===== src/rtl/abc.sv =====
`default_nettype none
// ============================================================================
// abc : dual-producer dav_/rfd handshake consumer; emits one pulse of
//       max(x, y) clock periods per captured pair.          Rev 1.0
// ============================================================================
module abc (
  input  logic       clock,
  input  logic       reset,
  input  logic       dav_x,
  input  logic [7:0] x,
  output logic       rfd_x,
  input  logic       dav_y,
  input  logic [7:0] y,
  output logic       rfd_y,
  output logic       out
);

  typedef enum logic [1:0] {
    S_WAIT_DAV = 2'd0,
    S_WAIT_REL = 2'd1,
    S_PULSE    = 2'd2
  } star_t;

  star_t      star_q, star_d;
  logic [7:0] x_q, x_d;
  logic [7:0] y_q, y_d;
  logic [7:0] count_q, count_d;
  logic       rfd_x_q, rfd_x_d;
  logic       rfd_y_q, rfd_y_d;
  logic       out_q, out_d;
  logic [7:0] max_xy;

  assign max_xy = (x_q >= y_q) ? x_q : y_q;

  assign rfd_x = rfd_x_q;
  assign rfd_y = rfd_y_q;
  assign out   = out_q;

  always_ff @(posedge clock) begin
    if (reset) begin
      star_q  <= S_WAIT_DAV;
      x_q     <= 8'd0;
      y_q     <= 8'd0;
      count_q <= 8'd0;
      rfd_x_q <= 1'b1;
      rfd_y_q <= 1'b1;
      out_q   <= 1'b0;
    end else begin
      star_q  <= star_d;
      x_q     <= x_d;
      y_q     <= y_d;
      count_q <= count_d;
      rfd_x_q <= rfd_x_d;
      rfd_y_q <= rfd_y_d;
      out_q   <= out_d;
    end
  end

  always_comb begin
    star_d  = star_q;
    x_d     = x_q;
    y_d     = y_q;
    count_d = count_q;
    rfd_x_d = rfd_x_q;
    rfd_y_d = rfd_y_q;
    out_d   = out_q;
    case (star_q)
      S_WAIT_DAV: begin
        // Operands are captured only when both producers present data together.
        if (!dav_x && !dav_y) begin
          x_d     = x;
          y_d     = y;
          rfd_x_d = 1'b0;
          rfd_y_d = 1'b0;
          star_d  = S_WAIT_REL;
        end
      end
      S_WAIT_REL: begin
        if (dav_x && dav_y) begin
          count_d = max_xy;
          if (max_xy != 8'd0) begin
            out_d  = 1'b1;
            star_d = S_PULSE;
          end else begin
            rfd_x_d = 1'b1;
            rfd_y_d = 1'b1;
            star_d  = S_WAIT_DAV;
          end
        end
      end
      S_PULSE: begin
        // COUNT holds the remaining high periods including the current one.
        if (count_q == 8'd1) begin
          out_d   = 1'b0;
          rfd_x_d = 1'b1;
          rfd_y_d = 1'b1;
          star_d  = S_WAIT_DAV;
        end else begin
          count_d = count_q - 8'd1;
        end
      end
      default: begin
        out_d   = 1'b0;
        rfd_x_d = 1'b1;
        rfd_y_d = 1'b1;
        star_d  = S_WAIT_DAV;
      end
    endcase
  end

endmodule
`default_nettype wire


===== config.mk =====
export PLATFORM = sky130hd
export DESIGN_NAME = abc
export DESIGN_NICKNAME = d
export VERILOG_FILES = /design/src/rtl/abc.sv
export SDC_FILE = /design/constraint.sdc
export NUM_CORES = 1
export LEC_CHECK = 0
export CAP_MARGIN = 25
export CORE_MARGIN = 2
export CORE_UTILIZATION = 57
export CTS_CLUSTER_SIZE = 20
export DETAILED_ROUTE_END_ITERATION = 10
export GPL_TIMING_DRIVEN = 0
export PLACE_DENSITY = 0.83
export SYNTH_ARGS = -nofsm -noshare
export SYNTH_HDL_FRONTEND = slang
export SYNTH_SLANG_ARGS = --single-unit

===== constraint.sdc =====
create_clock -name clock -period 6.75 [get_ports clock]
set_clock_uncertainty 0.2 [all_clocks]
set_input_delay 1.35 -clock clock [delete_from_list [all_inputs] [get_ports clock]]
set_output_delay 1.35 -clock clock [all_outputs]
set_load 0.01 [all_outputs]

* After elaboration in Yosys (flattened, before gate mapping)
Index checks and enable logic that the tools add are counted.
** Word-level totals
- Bits in registers :: 28
- Bits in latches :: 0
- Memory bits (writable) :: 0
- Memory bits (read-only) :: 0
- Bits of input ports :: 20
- Output and inout bits :: 3
- Word-level logic and storage cells :: 48
- Memories kept :: 0
** Cells by class
- $add $sub $neg :: 1
- $mul :: 0
- Divide/modulo/power cells :: 0
- Magnitude comparators :: 1
- Equality and inequality tests :: 9
- Shift-type cells :: 0
- Multiplexer cells :: 18
- Bitwise logic cells :: 1
- Reduce and logical (&&, ||, !) cells :: 12
** Operator list (count)
- $mux W8 :: 3
- $pmux W8 S2 :: 1
- $ne A2 B2 Y1 const B :: 6
- $eq A8 B1 Y1 const B :: 1
- $ge A8 B8 Y1 :: 1
- $mux W2 :: 4
- $reduce_and A4 Y1 :: 2
- $reduce_bool A8 Y1 :: 1
- $sub A8 B1 Y8 const B :: 1
- $mux W1 :: 7
- $pmux W1 S3 :: 2
- $pmux W2 S3 :: 1
- $reduce_and A3 Y1 :: 2
- $eq A2 B1 Y1 const B :: 1
- $eq A2 B2 Y1 const B :: 1
- $logic_and A1 B1 Y1 :: 2
- $logic_not A1 Y1 :: 2
- $logic_not A2 Y1 :: 1
- $reduce_and A2 Y1 :: 1
- $reduce_bool A2 Y1 :: 1
- $not A1 Y1 :: 1

* Depth between registers and ports, before layout
Gate-level depths: netlist of run 1.
- Depth after elaboration :: 6
- Gate-level depth with buffers :: 9
- Mapped depth without buffers :: 8

* Least setup slack after synthesis of run 1
OpenSTA, ideal clock, no wires.
- Path kind :: input to register
- Start :: input port dav_x
- End :: register count_q[5]
- Setup time :: 0.130 ns
- Arrival :: 2.241 ns
- Required time :: 6.420 ns
- Setup slack :: 4.179 ns
- Cell stages on the path :: 6
- Buffers on the path :: 0
- Path through :: nand3_1 > nor2_1 > nor2_8 > o21a_1 > a21oi_1 > o22ai_1
** On the way
- Longest elaborated chain between the ends :: 3
** Ends and longest elaborated chain
- start: declaration :: RTL line 9 : input logic dav_x,
- $logic_and A1 B1 Y1 :: RTL line 79 : if (dav_x && dav_y) begin
- $ne A2 B2 Y1 (no line)
- $reduce_and A3 Y1 (no line)
- end signal: assignment :: RTL line 52 : count_q <= count_d;
- end: declaration :: RTL line 27 : logic [7:0] count_q, count_d;
Every way passes these cells.
A chain may end at the register's enable or synchronous reset.

* Worst setup path in the final report of run 1
- Start :: input port dav_y
- End :: register x_q[4]
** On the way
- Longest elaborated chain between the ends :: 3
** Ends and longest elaborated chain
- start: declaration :: RTL line 12 : input logic dav_y,
- $logic_not A1 Y1 :: RTL line 70 : if (!dav_x && !dav_y) begin
- $logic_and A1 B1 Y1 :: RTL line 70
- $reduce_and A2 Y1 (no line)
- end signal: assignment :: RTL line 42 : x_q <= 8'd0;
- end signal: assignment :: RTL line 50 : x_q <= x_d;
- end: declaration :: RTL line 25 : logic [7:0] x_q, x_d;
Every way passes these cells.

==> flow_summary.yaml, run 1 <==
status:
  outcome: "completed"
placement:
  io_buffers: 21
  routabilityCongestion: 0.938
  dp_hpwl_mm: 2.68
route:
  drt-wirelength-per-cell_um: 13.5
  post-route-drc-count: 0
  via_count: 1503
  dr.pass1.iters: 4
  via_per_inst: 5.85
  wirelength_mm: 3.48
  postRouteAntennaNets: 0
  drt-initial-drc-count: 53
global_routing:
  grt_pass1_vias: 1479
  grt.overflow.total: 0
  track_usage_pct: 23.1
  antenna_found_initial: 0
  grt_pass1_wl_mm: 6.00
  grt_max_degree: 16
critical_path:
  rr_startpoint: "y_q[2]$_SDFFE_PP0P_"
  start_kind: "primary input"
  critPathKind: "primary input to flop"
  worst-endpoint-required_ps: 6820
  crit_arrival_ps: 3110
  cpPeakStageDelay_ps: 600
  endpoint_kind: "flop"
  crit_slowest_cell: "nor4_2"
  critPathTopFamily: "buffers and inverters"
  crit_chain: "clkdlybuf4s50_1 -> nor4_2 -> clkbuf_1 -> nand2_1 -> a21oi_1"
  worstSetupStartpoint: "dav_y"
  path_max_fanout: 10
  cp.buffers_inverters: 2
sta:
  tightest_slew_ps: 671
  slew_headroom_pct: 54.9
  post-route-min-period_ps: 3030
  timing.final.crit_share_pct: 44.9
  tns_ps: 0
  hold_viol_final: 0
  rsz0062_at_grt: "no"
  fmax_ghz: 0.330
  final-setup-viol-count: 0
  maxSlewViolCount: 0
logic_synthesis:
  synth_cell_types: 34
  synth_area_sq_um: 1580
  synthFlopType: "dfxtp_1"
  synth_edf_count: 0
  ys_seq_area_share_pct: 35.4
  synth_common_cells: "nand2_1 (43), a21oi_1 (29), dfxtp_1 (28)"
  yosys.cell_count.top_type: "nand2_1"
  synth_area_leaders: "dfxtp_1 (35%), nand2_1 (10%), a21oi_1 (9.2%)"
  yosysTopAreaCell: "dfxtp_1"
  synth_warnings: 0
  ys_async_sr_fraction_pct: 0
  syn_avg_cell_area_sq_um: 7.87
  syn_inst: 201
  ys_ff_latch: 28
  synth.net_count: 231
  synth_top_area_share_pct: 35.4
hold_path:
  hp-class: "flop to flop"
  holdCritStartpoint: "out$_SDFFE_PP0P_"
clocking:
  cts_root_buffer: "clkbuf_4"
  ctsHtreeMaxLevel: 1
  cts_resized: 0
  clock_latency_ps: 330
  post_cts_buffers: 0
  cts_buffers: 3
  cts.reportedPaths.clkPinSlew_ps: 150
  ctsHoldBuffers: 0
  cts_sinks: 28
  cts_tree: "done"
  clockBufferDepth: 2
die:
  pin_count: 23
  start_util_pct: 58.9
  rows: 19
  die-width_um: 56.7
  die_y_um: 56.7
  dieArea_sq_um: 3210
  core-area_sq_um: 2690
final_layout:
  diodes: 0
  syn2layout_area_growth_pct: 18.0
  final_nets: 257
  fillers: 218
  layout-drive-gt1-share_pct: 5.31
pwr:
  max-vdd-ir-drop_mv: 0.165
  p_leak_nw: 0.680
  powerDensity_nw_per_um2: 188
  p_total_mw: 0.352
flow_run:
  drv_cap: 0
## sequential cells by signal (all words and copies together), names as in the netlist
register and flops:
count_q 8, out 1, rfd_y 1, star_q 2, x_q 8, y_q 8
## logic make-up (layout without fill, tap and decap cells)
family	count (synthesis)	count (layout)	share of synthesized area, %
multiplexers	9	9	5.70
buffers and inverters	22	47	5.93
adder cells (fa/ha/maj)	10	10	7.91
AO/OA/AOI/OAI	58	58	22.7
flip-flops	28	28	35.4
AND/OR/NAND/NOR	74	74	22.3
## layer usage
layer  part of all wire, %  GRT usage, %
met1                    45          29.5
met2                    51          39.2
met3                   3.2          2.53
met4                  0.69          9.52
met5                     0             0
## stage by stage
| step | cells | worst slack [ps] | util, % | hold WS (ps) | instance area [sq um] |
|---|---|---|---|---|---|
| after floorplan | 201 | 4180 | - | 262 | 1580 |
| after global placement | 253 | 3440 | 68.1 | 246 | 1830 |
| after detailed placement | 253 | 3350 | 68.1 | 253 | 1830 |
| after CTS | 257 | 3710 | 69.5 | 274 | 1870 |
| after global routing | 257 | 3560 | 69.5 | 302 | 1870 |
| final | 257 | 3720 | 69.5 | 271 | 1870 |
## cell type report
type / instances / area, sq um / area share (%)
multi-input combinational: 151 / 927 / 49.7
buffer: 8 / 41.3 / 2.21
tap: 31 / 38.8 / 2.08
inverter: 14 / 52.6 / 2.82
clock buffer: 4 / 36.3 / 1.94
timing repair buffer: 21 / 210 / 11.3
sequential: 28 / 561 / 30.0
## worst min-delay path, cell delays in order, from the launching register on
cell and delay, ps:
dfxtp_1 340, nand2_1 50, o21ai_1 50
## final timing paths
check,to,slack (ps),cells past startpoint
worst min register to register,out$_SDFFE_PP0P_,270,2
worst max register to register,rfd_y$_SDFFE_PP1P_,4290,9
worst min-delay path,out$_SDFFE_PP0P_,270,2
worst max-delay path,x_q[4]$_SDFFE_PP0P_,3720,5
## placed cells by master (no fill, tap or decap), types with 2 or more instances in the layout
| cell type | n |
|---|---|
| nor2_1 | 12 |
| inv_1 | 14 |
| ha_1 | 10 |
| clkdlybuf4s50_1 | 21 |
| o22ai_1 | 3 |
| mux2i_1 | 9 |
| clkbuf_1 | 5 |
| nor4_1 | 6 |
| o21a_1 | 3 |
| nand3_1 | 2 |
| nor3_1 | 4 |
| clkbuf_4 | 3 |
| a21oi_1 | 29 |
| a311oi_1 | 3 |
| o21ai_0 | 4 |
| o21ai_1 | 8 |
| nand2_1 | 43 |
| dfxtp_1 | 28 |
## report_power, final
part	leakage (nW)	switching [mW]	internal, mW
logic	0.431	0.0428	0.0434
clock network	0.0210	0.0511	0.0330
registers	0.228	0.00866	0.173
total	0.680	0.103	0.249
No activity file was read; power rests on OpenSTA's default activity.
==> inputs of run 2 (changes only) <==
CORE_UTILIZATION = 53   (was 57)
PLACE_DENSITY = 0.78   (was 0.83)
clock period = 2.86 ns   (was 6.75 ns; I/O delays follow)
==> run 2 against run 1 <==
Compared with the run above: combinational power increased by 140%; critical path depth rose by 4; routed wire length up 0.17%; worst hold slack lost 5.7 ps; final cell count is 0.39% lower; utilization is 3.4 points lower; first-iteration DRC count is 49% higher; critical path type is now flop to flop; critical endpoint is now rfd_y$_SDFFE_PP1P_.
==> flow_summary.yaml, run 2 (synthesized netlist as in run 1, its figures left out) <==
global_routing:
  grt_max_degree: 15
  grt_pass1_vias: 1391
  grt_pass1_wl_mm: 6.11
  grt.overflow.total: 0
  antenna_found_initial: 0
  track_usage_pct: 22.8
critical_path:
  critPathKind: "flop to flop"
  crit_slowest_cell: "dfxtp_1"
  crit_chain: "inv_1 -> ha_1 -> and3_1 -> o21ai_1 -> a311oi_1 -> a2111oi_2 -> buf_6 -> mux2i_1 -> a221o_1"
  cpPeakStageDelay_ps: 440
  start_kind: "flop"
  endpoint_kind: "flop"
  path_max_fanout: 9
  worst-endpoint-required_ps: 2880
  crit_arrival_ps: 2500
die:
  core-area_sq_um: 2810
  die-width_um: 58.6
  rows: 19
  pin_count: 23
  die_y_um: 58.6
  start_util_pct: 56.4
  dieArea_sq_um: 3440
route:
  postRouteAntennaNets: 0
  wirelength_mm: 3.48
  via_per_inst: 5.74
  dr.pass1.iters: 4
  drt-wirelength-per-cell_um: 13.6
  drt-initial-drc-count: 79
  post-route-drc-count: 0
  via_count: 1470
sta:
  hold_slack_ps: 266
  tns_ps: 0
  timing.final.crit_share_pct: 86.6
  post-route-min-period_ps: 2480
  hold_viol_final: 0
  slew_headroom_pct: 56.7
  final-setup-viol-count: 0
  rsz0062_at_grt: "no"
  fmax_ghz: 0.404
  maxSlewViolCount: 0
  tightest_slew_ps: 644
pwr:
  p_leak_nw: 0.673
  powerDensity_nw_per_um2: 426
  max-vdd-ir-drop_mv: 0.329
placement:
  io_buffers: 21
  dp_hpwl_mm: 2.76
  routabilityCongestion: 0.874
clocking:
  cts_resized: 0
  cts.reportedPaths.clkPinSlew_ps: 140
  clockBufferDepth: 2
  clock_latency_ps: 320
  post_cts_buffers: 0
  cts_sinks: 28
  ctsHoldBuffers: 0
  cts_root_buffer: "clkbuf_4"
  ctsHtreeMaxLevel: 1
  cts_buffers: 3
  cts_tree: "done"
final_layout:
  final_nets: 257
  top_regs: "count_q (8), x_q (8), y_q (8)"
  mostFrequentLayoutCell: "nand2_1"
  syn2layout_area_growth_pct: 17.2
  diodes: 0
  utilization_pct: 66.1
  layout-drive-gt1-share_pct: 4.89
  final_cell_mix: "nand2_1 (43), a21oi_1 (29), dfxtp_1 (28), clkdlybuf4s50_1 (21), inv_1 (14)"
hold_path:
  hp-class: "flop to flop"
status:
  outcome: "completed"
flow_run:
  drv_cap: 0
==> run 2: cell count changes in the layout (fill, tap and decap cells not counted) <==
cell,before,now
clkbuf_8,1,0
==> run 2: critical path, delay by kind of cell (launching register included) <==
kind                     cells  cell delay, ps
AO/OA/AOI/OAI                4             840
flip-flops                   1             440
adder cells (fa/ha/maj)      1             290
buffers and inverters        2             270
AND/OR/NAND/NOR              1             190
multiplexers                 1             140
==> run 2: per-layer routing <==
layer | vias up | part of all wire (%) | global-route usage [%]
met4 | 0 | 0.98 | 5.84
li1 | 758 | - | -
met3 | 6 | 3.5 | 4.62
met1 | 671 | 46 | 30.0
met5 | - | 0 | 0
met2 | 35 | 50 | 38.2
==> run 2: layout make-up <==
class / count / area [sq um]
fill: 251 / 952
multi-input combinational: 151 / 927
sequential: 28 / 561
timing repair buffer: 21 / 210
inverter: 14 / 52.6
buffer: 8 / 41.3
tap: 31 / 38.8
clock buffer: 3 / 22.5
==> run 2: final timing paths <==
kind	from	depth (start not counted)	slack [ps]	to
max reg2reg	y_q[2]$_SDFFE_PP0P_	9	380	rfd_y$_SDFFE_PP1P_
min	out$_SDFFE_PP0P_	2	270	out$_SDFFE_PP0P_
min reg2reg	out$_SDFFE_PP0P_	2	270	out$_SDFFE_PP0P_
max	y_q[2]$_SDFFE_PP0P_	9	380	rfd_y$_SDFFE_PP1P_
==> run 2: power breakdown <==
group	total [mW]	internal [mW]	switching (mW)
Clock	0.159	0.0494	0.109
Sequential	0.428	0.407	0.0203
Combinational	0.203	0.103	0.101
Total	0.790	0.559	0.230
==> run 2: stage by stage <==
step | cells | total power, mW | setup slack, ps | area, sq um
4_1_cts | 256 | 0.799 | 380 | 1850
5_1_grt | 256 | 0.841 | 192 | 1850
3_5_place_dp | 253 | 0.639 | 262 | 1830
6_report | 256 | 0.790 | 382 | 1850
2_1_floorplan | 201 | 0.574 | 623 | 1580
3_3_place_gp | 253 | 0.630 | 332 | 1830
==> RTL change: new RTL, config.mk and constraints of run 2 <==
The 3 values of `star_t` get a one-hot encoding in 3 bits.
--- a/src/rtl/abc.sv
+++ b/src/rtl/abc.sv
@@ -15,10 +15,10 @@
   output logic       out
 );
 
-  typedef enum logic [1:0] {
-    S_WAIT_DAV = 2'd0,
-    S_WAIT_REL = 2'd1,
-    S_PULSE    = 2'd2
+  typedef enum logic [2:0] {
+    S_WAIT_DAV = 3'b001,
+    S_WAIT_REL = 3'b010,
+    S_PULSE    = 3'b100
   } star_t;
 
   star_t      star_q, star_d;
Function: same outputs for any inputs over 10 cycles, from zero or initial values and one cycle with reset high; not proved beyond that.
==> RTL change against run 2 <==
  * Design area grew 5.6%
  * Area after synthesis grew 3.4%
  * Combinational power grew 13%
  * Worst setup slack gained 14 ps
  * Hold slack gained 42 ps
  * Power grew 22%
  * Global-route usage grew 2.1 points
  * Routed wire length grew 9.2%
  * Sequential cell count grew 1
  * Via count grew 2.5%
  * Final cell count shrank 1.2%
  * Critical endpoint unchanged
  * Largest power group unchanged
==> RTL change: results (changes against run 2) <==
* Core footprint at 0.00300 sq mm (+7.0%)
* Status: finished clean
* Clkbuf count at 7 (+4)
* WHS at 307 ps (+41.6 ps)
* FF+latch count, synth at 29 (+3.6%)
* Fillcell total at 269 (+7.2%)
* Leakage at 0.811 nW (+20%)
* Slowest stage delay, CP at 400 ps (-40 ps)
* Vias at 1507 (+2.5%)
* Syn_nets at 221 (-4.3%)
* Distinct cells, synth at 45 (+32%)
* Total GRT Usage at 24.9% (+2.1 points)
* First-pass GRT wire length at 6590 um (+7.9%)
* Final Core Density at 65.2% (-0.89 points)
* Placed insts at 245 (-3.2%)
* CTS root buffer: clkbuf_4
* Sequential cell area fraction in the yosys report at 35.5% (+0.058 points)
* DR pass1 iterations at 5 (+1)
* Layout cell share with drive strength beyond 1 at 9.55% (+4.7 points)
* Peak Freq at 0.406 GHz (+0.56%)
* Sequential power at 0.449 mW (+4.9%)
* Skew-Pair Late Insertion Delay at 330 ps
* Synthesized area per cell at 8.56 sq um (+8.8%)
* Seq/total area at 29.7% (-0.58 points)
* CTS Buf Count at 5 (+2)
* Largest net degree at the start of global routing at 11 (-4)
* Share of cell area taken by multi-input logic gates at 49.4% (-0.61 points)
* Slew headroom at 67.0% (+10 points)
* Max stage delay cell, worst path: a211oi_1
* Synth area leaders: dfxtp_1 (36%), mux2i_1 (11%), ha_1 (7.7%), nor2_1 (5.0%), nand2_1 (3.2%)
* CP arrival at 2490 ps (about the same)
* Logic pwr share at 24.0% (-1.8 points)
* Routability cong. at 0.862 (-1.4%)
* Synth cell count leaders: dfxtp_1 (29), nor2_1 (22), mux2i_1 (18), nand2_1 (14), inv_1 (13)
* Vias per cell at 5.96 (+3.7%)
* Buffer share of cell area at 12.7% (-0.85 points)
* DP Worst Slack at 226 ps (-36.5 ps)
* Post-detailed-route wirelength per cell at 15.0 um (+11%)
* VDD IR-drop max at 318 uV (-3.2%)
* Worst reg2reg path depth at 8 (-1)
* Vias in the first global route at 1492 (+7.3%)
* Clock-pin transition on the worst setup and hold timing paths at 90 ps (-50 ps)
* Port Buffer Count at 21 (unchanged)
* 1st-iter DRT viols at 89 (+13%)
* HPWL Detailed at 2940 um (+6.6%)
* Post-placement cell area at 0.00189 sq mm (+3.1%)
* Multi-In Gates at 141 (-6.6%)
RTL change: changes by cell type after synthesis, moves of 7 or more:
cell | run 2 | this run
a21oi_1 | 29 | 7
mux2i_1 | 9 | 18
nand2_1 | 43 | 14
nand4_1 | 0 | 8
nor2_1 | 12 | 22
o21ai_1 | 8 | 1
RTL change: worst max path at each step:
stage,to,depth (start not counted)
floorplan,rfd_y,8
finish,rfd_y,8
detailed placement,count_q[7],7
CTS,rfd_y,8
global route,rfd_y,8
global placement,count_q[7],7
RTL change: cells by family after synthesis:
| family | count (synthesis) | synth area share (%) |
|---|---|---|
| buf+inv | 21 | 5.36 |
| fa+ha+maj | 10 | 7.65 |
| simple gates | 77 | 25.3 |
| compound gates | 35 | 14.7 |
| flops | 29 | 35.5 |
| mux | 18 | 11.0 |
| xor+xnor | 1 | 0.536 |
RTL change: routing by layer:
layer	part of all wire [%]	track usage, %
met5	0	0
met4	2.5	9.21
met3	3.0	5.90
met2	51	44.4
met1	43	28.6
